<file path="src/rtl/fetch_stage_pkg.sv">
// Shared definitions for the instruction-fetch stage: FSM state encodings and the reset PC default.
package fetch_stage_pkg;

  typedef enum logic [1:0] {
    ST_FETCH = 2'b00,
    ST_HOLD  = 2'b01,
    ST_DRAIN = 2'b10
  } fetch_state_e;

  localparam logic [31:0] RESET_PC_DEFAULT = 32'h0000_0000;

endpackage

</file>
<file path="src/rtl/fetch_stage_if_id_reg.sv">
// IF/ID pipeline register. Priority: flush > load > freeze (hold) > bubble.
module if_id_reg #(
  parameter int ADDR_W  = 32,
  parameter int INSTR_W = 32
) (
  input  logic               clk,
  input  logic               rst,
  input  logic               load,
  input  logic               flush,
  input  logic               freeze,
  input  logic [ADDR_W-1:0]  pc_in,
  input  logic [INSTR_W-1:0] instr_in,
  output logic [ADDR_W-1:0]  pc_out,
  output logic [INSTR_W-1:0] instr_out,
  output logic               valid_out
);

  logic [ADDR_W-1:0]  pc_q, pc_d;
  logic [INSTR_W-1:0] instr_q, instr_d;
  logic               valid_q, valid_d;

  always_comb begin
    pc_d    = pc_q;
    instr_d = instr_q;
    valid_d = valid_q;
    if (flush) begin
      valid_d = 1'b0;
    end else if (load) begin
      pc_d    = pc_in;
      instr_d = instr_in;
      valid_d = 1'b1;
    end else if (!freeze) begin
      valid_d = 1'b0;
    end
  end

  always_ff @(posedge clk or posedge rst) begin
    if (rst) begin
      pc_q    <= '0;
      instr_q <= '0;
      valid_q <= 1'b0;
    end else begin
      pc_q    <= pc_d;
      instr_q <= instr_d;
      valid_q <= valid_d;
    end
  end

  assign pc_out    = pc_q;
  assign instr_out = instr_q;
  assign valid_out = valid_q;

endmodule

</file>
<file path="src/rtl/fetch_stage.sv">
// Instruction fetch: PC generation, req/ready fetch FSM with freeze buffering and branch redirect, feeding IF/ID.
//   state    | meaning
//   ST_FETCH | request for pc outstanding on imem
//   ST_HOLD  | instruction for pc buffered in hold_buf, ID frozen, no request
//   ST_DRAIN | stale request to drain_addr outstanding, pc already holds the branch target
module fetch_stage
  import fetch_stage_pkg::*;
#(
  parameter int               ADDR_W   = 32,
  parameter int               INSTR_W  = 32,
  parameter logic [ADDR_W-1:0] RESET_PC = ADDR_W'(RESET_PC_DEFAULT)
) (
  input  logic               clk,
  input  logic               rst,
  input  logic               freeze,
  input  logic               branch_taken,
  input  logic [ADDR_W-1:0]  branch_addr,
  output logic               imem_req,
  output logic [ADDR_W-1:0]  imem_addr,
  input  logic [INSTR_W-1:0] imem_rdata,
  input  logic               imem_ready,
  output logic [ADDR_W-1:0]  pc_out,
  output logic [INSTR_W-1:0] instr_out,
  output logic               valid_out
);

  fetch_state_e       state_q, state_d;
  logic [ADDR_W-1:0]  pc_q, pc_d;
  logic [INSTR_W-1:0] hold_buf_q, hold_buf_d;
  logic [ADDR_W-1:0]  drain_addr_q, drain_addr_d;

  logic               ifid_load;
  logic               ifid_flush;
  logic [INSTR_W-1:0] ifid_instr;
  logic [ADDR_W-1:0]  pc_plus4;

  assign pc_plus4  = pc_q + ADDR_W'(4);
  assign imem_req  = (state_q != ST_HOLD);
  assign imem_addr = (state_q == ST_DRAIN) ? drain_addr_q : pc_q;

  always_comb begin
    state_d      = state_q;
    pc_d         = pc_q;
    hold_buf_d   = hold_buf_q;
    drain_addr_d = drain_addr_q;
    ifid_load    = 1'b0;
    ifid_flush   = 1'b0;
    ifid_instr   = imem_rdata;
    case (state_q)
      ST_FETCH: begin
        if (branch_taken) begin
          ifid_flush = 1'b1;
          pc_d       = branch_addr;
          // Without ready the old request is still owed a completion; wait it out in DRAIN.
          if (!imem_ready) begin
            drain_addr_d = pc_q;
            state_d      = ST_DRAIN;
          end
        end else if (imem_ready) begin
          if (!freeze) begin
            ifid_load = 1'b1;
            pc_d      = pc_plus4;
          end else begin
            hold_buf_d = imem_rdata;
            state_d    = ST_HOLD;
          end
        end
      end
      ST_HOLD: begin
        if (branch_taken) begin
          ifid_flush = 1'b1;
          pc_d       = branch_addr;
          state_d    = ST_FETCH;
        end else if (!freeze) begin
          ifid_load  = 1'b1;
          ifid_instr = hold_buf_q;
          pc_d       = pc_plus4;
          state_d    = ST_FETCH;
        end
      end
      ST_DRAIN: begin
        if (branch_taken) begin
          ifid_flush = 1'b1;
          pc_d       = branch_addr;
        end
        if (imem_ready) begin
          state_d = ST_FETCH;
        end
      end
      default: state_d = ST_FETCH;
    endcase
  end

  always_ff @(posedge clk or posedge rst) begin
    if (rst) begin
      state_q      <= ST_FETCH;
      pc_q         <= RESET_PC;
      hold_buf_q   <= '0;
      drain_addr_q <= '0;
    end else begin
      state_q      <= state_d;
      pc_q         <= pc_d;
      hold_buf_q   <= hold_buf_d;
      drain_addr_q <= drain_addr_d;
    end
  end

  if_id_reg #(
    .ADDR_W  (ADDR_W),
    .INSTR_W (INSTR_W)
  ) u_if_id_reg (
    .clk       (clk),
    .rst       (rst),
    .load      (ifid_load),
    .flush     (ifid_flush),
    .freeze    (freeze),
    .pc_in     (pc_plus4),
    .instr_in  (ifid_instr),
    .pc_out    (pc_out),
    .instr_out (instr_out),
    .valid_out (valid_out)
  );

endmodule

</file>
<file path="config.mk">
export PLATFORM = sky130hd
export DESIGN_NAME = fetch_stage
export DESIGN_NICKNAME = d
export VERILOG_FILES = /design/src/rtl/fetch_stage_pkg.sv /design/src/rtl/fetch_stage_if_id_reg.sv /design/src/rtl/fetch_stage.sv
export SDC_FILE = /design/constraint.sdc
export NUM_CORES = 1
export LEC_CHECK = 0
export BUFFER_PORTS_ARGS = -buffer_cell sky130_fd_sc_hd__buf_4
export CORE_MARGIN = 3
export CORE_UTILIZATION = 30
export CTS_BUF_LIST = sky130_fd_sc_hd__clkbuf_8
export DETAILED_ROUTE_END_ITERATION = 6
export MAX_ROUTING_LAYER = met4
export PLACE_DENSITY_LB_ADDON = 0.25
export SYNTH_ARGS = -nofsm -noshare
export SYNTH_HDL_FRONTEND = slang
export SYNTH_HIERARCHICAL = 1
export SYNTH_SLANG_ARGS = --single-unit
</file>
<file path="constraint.sdc">
create_clock -name clk -period 4.1 [get_ports clk]
set_input_delay 0.82 -clock clk [delete_from_list [all_inputs] [get_ports clk]]
set_output_delay 0.82 -clock clk [all_outputs]
set_load 0.01 [all_outputs]
</file>
==> flow_summary.toml, run 1 <==
[min_path]
holdCritPathClass = "in2async"

[clock_network]
cts_max_level = 4
cts_setup_buffers = 0
numCtsBuffers = 17
cts.sinks = 163
clock-root-buffer = "clkbuf_8"
ctsHoldBuffers = 0
clk_pin_slew_ns = 0.09
clk_latency_ns = 0.46
cts_tree = "done"
clockBufferDepth = 2
cts_resized = 0

[timing]
whs_ns = 0.4889
min_period_ns = 3.267
slew_headroom = 0.3154
tightestPinTransition_ns = 1.025
rsz0062_at_grt = "no"
tns_ns = 0
fin_crit_sh = 0.7969
slew_violations = 0
max_freq_ghz = 0.3061
final_hold_viol_count = 0
finalClockSkew_ns = 0.01784
setup_viol_count_final = 0
finalWorstSetupSlack_ns = 0.8327

[placement]
place_hpwl_mm = 16.78
post-place-ws_ns = 1.105
gp_congestion = 0.8026
io_buffer_count = 166

[worst_setup_path]
startpoint_type = "flop"
worstReg2RegEnd = "u_if_id_reg/pc_out[17]"
ff2ff_setup_slack_ns = 1.34
path_max_fanout = 25
startpoint = "state_q[1]"
endpoint = "imem_addr[13]"
crit_type = "reg2out"
reg2reg_depth = 6
r2r-start = "state_q[0]"
cp-end-kind = "output port"
crit_arrival_ns = 2.45
crit_required_ns = 3.28

[route]
wire_per_inst_um = 18.84
drt_first_pass_iters = 5
vias_per_cell = 4.863
routed_wl_mm = 24.15
vias = 6235
top_layer_used = "met4"
final_antenna_net_count = 0
met2_length_mm = 10.91
drc = 0
wl_met3_mm = 1.149
wl_met1_mm = 11.77
initialDrtViolationCount = 382

[global_routing]
grt_pass1_vias = 6177
grt.total_usage = 0.1577
grt_overflow = 0
antenna_found_initial = 0
grt_max_degree = 68
grt_first_pass_wirelength_mm = 37.05

[status]
status = "complete, no violations"

[synth]
synth_nets = 814
ys_warn_count = 6
syn_area_um2 = 8805
synth_edf_count = 0
synthFlopType = "dfrtp_1"
avgSynthCellArea_um2 = 11.83
ys_ff_latch = 163
ys_types = 62
synthArstFlopShare = 1.000
ys_seq_area_frac = 0.4633
synthCells = 744

[power]
power.density_nw_per_um2 = 543.2
vdd_ir_drop_max_mv = 0.2035
power.leakage_nw = 4.786
power_mw = 5.770

[layout]
syn2layout_area_growth_pct = 20.65
num_antenna_cells = 0
drive_gt1_frac = 0.4421
layout.nets = 955

[floorplanning]
fp-row-count = 62
die_y_um = 177.3
die_w_um = 177.3
initial_core_util = 0.3059
die-area_um2 = 31440
core_um2 = 28780
pin_count = 167

[run]
maxCapViolCount = 0
## worst min path at each step
stage | depth (start not counted) | from | to
after global routing | 1 | hold_buf_q[21] | hold_buf_q[21]
after CTS | 2 | rst | u_if_id_reg/instr_out[4]
after detailed placement | 1 | drain_addr_q[1] | drain_addr_q[1]
after floorplan | 1 | drain_addr_q[1] | drain_addr_q[1]
after global placement | 1 | drain_addr_q[1] | drain_addr_q[1]
final | 2 | rst | u_if_id_reg/pc_out[19]
## through the flow
step           instance area [um2]  cells    util
6_report                     10620   1282  0.3691
4_1_cts                      10620   1282  0.3691
3_3_place_gp                 10220   1250  0.3552
5_1_grt                      10620   1282  0.3691
2_1_floorplan                 8805    744       -
3_5_place_dp                 10220   1250  0.3552
## registers in the layout, indices dropped and copies added, names as in the netlist
register / cells
state_q: 2
u_if_id_reg/pc_out: 32
pc_q: 32
hold_buf_q: 32
drain_addr_q: 32
u_if_id_reg/instr_out: 32
u_if_id_reg/valid_out: 1
## cells by family after synthesis
logic type | after synthesis | share of synthesized area
mux | 169 | 0.2409
fa+ha+maj | 1 | 0.001421
simple gates | 202 | 0.1310
xor+xnor | 26 | 0.02672
compound gates | 101 | 0.07631
buf+inv | 82 | 0.06040
flops | 163 | 0.4633
## power breakdown
part           total (mW)  internal, mW  switching (mW)
Sequential           2.59          2.13           0.457
Clock                1.24         0.567           0.668
Combinational        1.95          1.13           0.816
Total                5.77          3.83            1.94
## metal layers
| layer | global-route usage | vias up |
|---|---|---|
| li1 | - | 2930 |
| met3 | 0.02953 | 22 |
| met1 | 0.2226 | 3102 |
| met2 | 0.2362 | 181 |
| met4 | 0.03567 | 0 |
| met5 | - | - |
## critical path, stage by stage, from the launching register on
cell     delay, ns
dfrtp_1       0.57
nor2b_4       0.67
buf_4         0.38
nand2_1       0.08
o21ai_0       0.11
buf_4         0.17
## layout by cell type, fill, tap and decap left out, types with 14 or more instances in the layout
cell type  instances
inv_1             18
buf_4            184
mux2_4            60
and3_1            16
clkbuf_8          18
mux2_2           101
a21oi_1           14
nand2_1           92
dfrtp_1          163
xnor2_1           17
nor3_1            15
nand3_1           18
o21ai_0           35
## final cells by class
| type | instances | area (um2) |
|---|---|---|
| Tap cell | 384 | 480.5 |
| Sequential cell | 163 | 4079 |
| Clock buffer | 18 | 247.7 |
| Multi-Input combinational cell | 499 | 4202 |
| Fill cell | 2851 | 18160 |
| Timing Repair Buffer | 184 | 1381 |
| Inverter | 20 | 80.08 |
| Clock inverter | 14 | 152.6 |
## cell usage after synthesis, drive strengths merged, types with 4 or more instances
library cell / instances / area share
dfrtp: 163 / 0.46
mux2: 163 / 0.23
nand2: 92 / 0.039
buf: 44 / 0.044
o21ai: 35 / 0.020
inv: 20 / 0.0088
nand3: 19 / 0.012
clkbuf: 18 / 0.0080
and3: 17 / 0.013
xnor2: 17 / 0.017
nor3: 15 / 0.0085
a21oi: 14 / 0.0080
nor4: 14 / 0.017
nand4: 12 / 0.014
nor2: 9 / 0.0038
xor2: 9 / 0.0098
a211oi: 8 / 0.0068
a211o: 7 / 0.0070
mux2i: 6 / 0.0068
o211ai: 6 / 0.0051
o2bb2ai: 6 / 0.0060
a22oi: 5 / 0.0058
and2: 5 / 0.0036
and4: 5 / 0.0050
a31oi: 4 / 0.0028
(Power assumes the default switching activity.)
==> inputs of run 2 (changes only) <==
==> constraint.sdc (replaced) <==
create_clock -name clk -period 2.85 [get_ports clk]
set_input_delay 0.57 -clock clk [delete_from_list [all_inputs] [get_ports clk]]
set_output_delay 0.57 -clock clk [all_outputs]
set_load 0.01 [all_outputs]
==> run 2 against run 1 <==
Wire length fell by 0.27%. Via count barely moved. Critical path type unchanged. Cell count rose by 0.94%. Non-clock buffer count rose by 13.
==> flow_summary.toml, run 2 (synthesis results as in run 1) <==
[power]
p_switching_mw = 2.793
intPower_mw = 5.511
power_frac_seq = 0.443
vdd_ir_drop_max_mv = 0.3785
switching_share = 0.3363
comb_power_share = 0.346
power_mw = 8.304
power.leakage_nw = 4.848
power.share.clock = 0.211
power.density_nw_per_um2 = 769.9

[route]
initialDrtViolationCount = 377
drt_first_pass_iters = 5
wire_per_inst_um = 18.61
vias = 6238
drc = 0
routed_wl_mm = 24.08
final_antenna_net_count = 0
vias_per_cell = 4.821

[timing]
finalClockSkew_ns = 0.01593
slew_headroom = 0.4881
rsz0062_at_grt = "no"
final_hold_viol_count = 0
max_freq_ghz = 0.3772
tightestPinTransition_ns = 0.7621
tns_ns = 0
setup_viol_count_final = 0
whs_ns = 0.3375
finalWorstSetupSlack_ns = 0.1986
slew_violations = 0
min_period_ns = 2.651
fin_crit_sh = 0.9303

[global_routing]
grt_max_degree = 67
grt.total_usage = 0.1595
grt_overflow = 0
grt_pass1_vias = 6270
grt_first_pass_wirelength_mm = 37.47
antenna_found_initial = 0

[clock_network]
cts_resized = 0
clockBufferDepth = 2
clk_latency_ns = 0.47
clock-root-buffer = "clkbuf_8"
cts_tree = "done"
cts_setup_buffers = 0
cts.sinks = 163
cts_max_level = 4
ctsHoldBuffers = 1
numCtsBuffers = 17
clk_pin_slew_ns = 0.10

[placement]
dp_cells = 1262
place_hpwl_mm = 16.87
post-place-ws_ns = 0.5108
placed_cell_area_um2 = 10390
gp_congestion = 0.8087
io_buffer_count = 166

[floorplanning]
pin_count = 167
die-area_um2 = 31440
die_w_um = 177.3
fp-row-count = 62
core_um2 = 28780
initial_core_util = 0.3059
die_y_um = 177.3

[layout]
drive_gt1_frac = 0.4495
fin_util = 0.3748
num_antenna_cells = 0
layout.nets = 968
final_common_cell = "buf_4"
layout_common_cells = "190 x buf_4, 163 x dfrtp_1, 101 x mux2_2"
syn2layout_area_growth_pct = 22.49
final_cell_area_um2 = 10790
final.fill_count = 2827
fin_cells = 1294

[worst_setup_path]
startpoint = "state_q[0]"
crit_required_ns = 2.28
startpoint_type = "flop"
path_max_fanout = 14
crit_arrival_ns = 2.08
r2r-start = "pc_q[9]"
cp-end-kind = "output port"
crit_type = "reg2out"

[run]
maxCapViolCount = 0

[min_path]
holdCritPathClass = "in2reg"
min_from = "imem_rdata[14]"

[status]
status = "complete, no violations"
## run 2: cell count changes in the layout (fill, tap and decap cells not counted), moves of 2 or more
cell,delta
buf_12,+6
inv_6,+2
clkinvlp_4,+3
clkinv_4,-2
buf_4,+6
## run 2: layer usage
layer  part of all wire  global-route usage  up-vias  routed length (um)
met5                  0                   -        -                   0
met4             0.0098             0.03763        0                 236
met3              0.043             0.02503       14                1030
met2               0.46              0.2377      154               10970
met1               0.49              0.2285     3115               11850
li1                   -                   -     2955                   -
## run 2: path summary, 6_finish.rpt
check                                         end  slack (ns)  depth (start not counted)
hold / removal                     hold_buf_q[14]        0.34                          2
setup / recovery                    imem_addr[10]        0.20                          5
max in group asynchronous   u_if_id_reg/pc_out[6]        1.28                          5
hold reg to reg                   drain_addr_q[1]        0.49                          1
min in group asynchronous          hold_buf_q[23]        0.60                          3
setup reg to reg           u_if_id_reg/pc_out[25]        0.54                          5
## run 2: final cells by class
cell class / count / area, um2 / share of cell area
Sequential cell: 163 / 4079 / 0.3782
Timing Repair Buffer: 197 / 1556 / 0.1443
Clock inverter: 14 / 152.6 / 0.01415
Tap cell: 384 / 480.5 / 0.04455
Inverter: 20 / 81.33 / 0.007541
Multi-Input combinational cell: 499 / 4202 / 0.3896
Clock buffer: 17 / 234.0 / 0.02169
## run 2: worst max-delay path: stages, from the launching register on
cell	delay, ns
dfrtp_1	0.53
nor2b_4	0.42
buf_4	0.28
nand2_1	0.06
o21ai_0	0.13
buf_4	0.19
## run 2: power by group through the flow
stage               sequential, mW  clock, mW  combinational, mW
floorplan                     3.63          0               1.69
global placement              3.71          0               2.88
detailed placement            3.72          0               2.91
CTS                           3.68       1.82               2.92
global route                  3.80       1.91               3.12
finish                        3.68       1.75               2.87
==> inputs of run 3 (changes only) <==
--- a/config.mk
+++ b/config.mk
@@ -14,5 +14,4 @@
 export PLACE_DENSITY_LB_ADDON = 0.25
 export SYNTH_ARGS = -nofsm -noshare
 export SYNTH_HDL_FRONTEND = slang
-export SYNTH_HIERARCHICAL = 1
 export SYNTH_SLANG_ARGS = --single-unit
==> run 3 against run 2 <==
Design area is 8.5% lower. Wire length shrank 12%. Non-clock buffer count fell by 14. Sequential share of layout area up 3.5 points. Die area shrank 10%. Total power fell by 11%. Synthesized cell count fell by 3.2%. Flip-flop and latch count stayed put. Critical path type unchanged. Largest power group unchanged.
==> flow_summary.toml, run 3 <==
[status]
status = "complete, no violations"

[route]
vias = 5874
routed_wl_mm = 21.23
drt_first_pass_iters = 4
final_antenna_net_count = 0
wl_met1_mm = 9.526
vias_per_cell = 4.855
top_layer_used = "met4"
drc = 0
wl_met3_mm = 1.188
met2_length_mm = 10.33
initialDrtViolationCount = 265
wire_per_inst_um = 17.55

[worst_setup_path]
slowest_stage = "dfrtp_1"
crit_type = "reg2out"
startpoint_type = "flop"
crit_arrival_ns = 2.10
worstPathCellList = "nor2b_4 > buf_4 > mux2_2 > buf_4"
path_max_fanout = 11
cp-end-kind = "output port"
crit_top_cell = "buf_4"
crit_required_ns = 2.28
slowest_delay_ns = 0.62

[timing]
setup_viol_count_final = 0
max_freq_ghz = 0.3751
min_period_ns = 2.666
fin_crit_sh = 0.9355
tightestPinTransition_ns = 0.5488
finalWorstSetupSlack_ns = 0.1839
finalClockSkew_ns = 0.01216
final_hold_viol_count = 0
tns_ns = 0
slew_violations = 0
slew_headroom = 0.6307
rsz0062_at_grt = "no"

[layout]
syn2layout_area_growth_pct = 25.62
final_common_cell = "buf_4"
drive_gt1_frac = 0.3732
multi_input_area_um2 = 3526
seq_area_um2 = 4079
final.fill_count = 2532
layout_common_cells = "177 x buf_4, 163 x dfrtp_1, 102 x nand2_1"
layout.nets = 937

[floorplanning]
pin_count = 167
core_um2 = 25470
die-area_um2 = 28170
fp-row-count = 58
die_y_um = 167.9
die_w_um = 167.9
initial_core_util = 0.3085

[power]
power_frac_seq = 0.473
vdd_ir_drop_max_mv = 0.2874
power.leakage_nw = 4.323
power.share.clock = 0.229
intPower_mw = 4.895
comb_power_share = 0.298
p_switching_mw = 2.492
power.density_nw_per_um2 = 748.3
switching_share = 0.3374

[synth]
synth_edf_count = 0
yosys-top-cells-area = "dfrtp_1 52%, mux2_2 14%, nand2_1 4.9%"
yosysTopAreaCell = "dfrtp_1"
synthArstFlopShare = 1.000
synth_mux_area_frac = 0.1769
syn_area_um2 = 7859
synth_compound_area_frac = 0.1089
synth_xor_xnor_area_share = 0.02675
ys_warn_count = 0
synthAdderAreaFrac = 0.001592
ys_seq_area_frac = 0.5190
synth_nets = 790
avgSynthCellArea_um2 = 10.91
synth-simple-area-share = 0.1312
ys_types = 53
synthCells = 720
synth_top_area_frac = 0.5190
netlist_top_cells_count = "163 x dfrtp_1, 103 x nand2_1, 95 x mux2_2"
synthFlopType = "dfrtp_1"
synth_top_family_by_area = "multiplexers"
ys_ff_latch = 163
synth_most_common_cell = "dfrtp_1"

[placement]
io_buffer_count = 166
gp_congestion = 0.7464
place_hpwl_mm = 14.75
post-place-ws_ns = 0.6504

[global_routing]
grt_first_pass_wirelength_mm = 33.89
grt_pass1_vias = 5883
grt.total_usage = 0.1564
grt_overflow = 0
grt_max_degree = 98
antenna_found_initial = 1

[clock_network]
clk_pin_slew_ns = 0.10
cts_max_level = 4
clk_latency_ns = 0.44
cts_setup_buffers = 0
numCtsBuffers = 17
clockBufferDepth = 2
clock-root-buffer = "clkbuf_8"
cts.sinks = 163
ctsHoldBuffers = 0
cts_tree = "done"
cts_resized = 0

[min_path]
holdCritPathClass = "in2async"

[run]
maxCapViolCount = 0
run 3: cell types whose count changed in the layout (fill, tap and decap cells not counted), sizes merged, moves of 8 or more:
cell,before,now
o21ai,35,75
nand3,19,34
and3,17,9
mux2i,6,32
nand2,92,103
xnor2,17,6
buf,196,183
xor2,9,18
inv,25,12
mux2,163,95
nor3,15,6
nor4,14,3
a211oi,8,0
run 3: area by class of cell:
cell class,instances,share of cell area
Inverter,5,0.002281
Multi-Input combinational cell,497,0.3572
Timing Repair Buffer,183,0.1468
Sequential cell,163,0.4132
Clock inverter,14,0.01483
Clock buffer,17,0.02370
Antenna cell,1,0.0002535
Tap cell,330,0.04183
run 3: cells by family (layout without fill, tap and decap cells):
| kind of cell | Yosys count | after routing |
|---|---|---|
| and+or+nand+nor | 203 | 203 |
| DFF | 163 | 163 |
| AOI/OAI and AO/OA | 142 | 142 |
| muxes | 127 | 127 |
| buffers and inverters | 60 | 219 |
| xor gates and xnor gates | 24 | 24 |
| adders and majority gates | 1 | 1 |
| other | 0 | 1 |
run 3: worst paths after layout:
| kind | startpoint | endpoint | slack, ns | depth (start not counted) |
|---|---|---|---|---|
| hold / removal | rst | u_if_id_reg.instr_out[0] | 0.25 | 3 |
| min in group clk | branch_addr[20] | pc_q[20] | 0.34 | 3 |
| hold reg to reg | u_if_id_reg.pc_out[15] | u_if_id_reg.pc_out[15] | 0.49 | 2 |
| max in group asynchronous | rst | drain_addr_q[0] | 2.10 | 3 |
| setup reg to reg | pc_q[3] | u_if_id_reg.pc_out[24] | 0.76 | 6 |
| setup / recovery | state_q[1] | imem_addr[21] | 0.18 | 4 |
run 3: critical path: cells and delay by family (launching register included):
kind	cells	cell delay [ns]
buf+inv	2	0.38
simple gates	1	0.28
mux	1	0.36
flops	1	0.62
run 3: power by group through the flow:
stage,clock network [mW],logic (mW),registers (mW)
finish,1.69,2.20,3.49
global route,1.85,2.45,3.61
CTS,1.76,2.26,3.51
detailed placement,0,2.25,3.55
global placement,0,2.23,3.53
floorplan,0,1.24,3.46
run 3: through the flow:
step                      hold slack (ns)  total power [mW]    util  area [um2]  instances
after detailed placement           0.4694             5.804  0.3725        9489       1178
after floorplan                    0.4694             4.700       -        7863        720
after global routing               0.2443             7.906  0.3876        9872       1210
after CTS                          0.2430             7.526  0.3875        9869       1209
after global placement             0.4647             5.754  0.3725        9489       1178
final                              0.2485             7.388  0.3876        9872       1210
run 3: layer usage:
layer,GRT usage,vias to the layer above
li1,-,2855
met1,0.2049,2892
met2,0.2489,114
met3,0.03757,13
met4,0.03344,0
met5,-,-
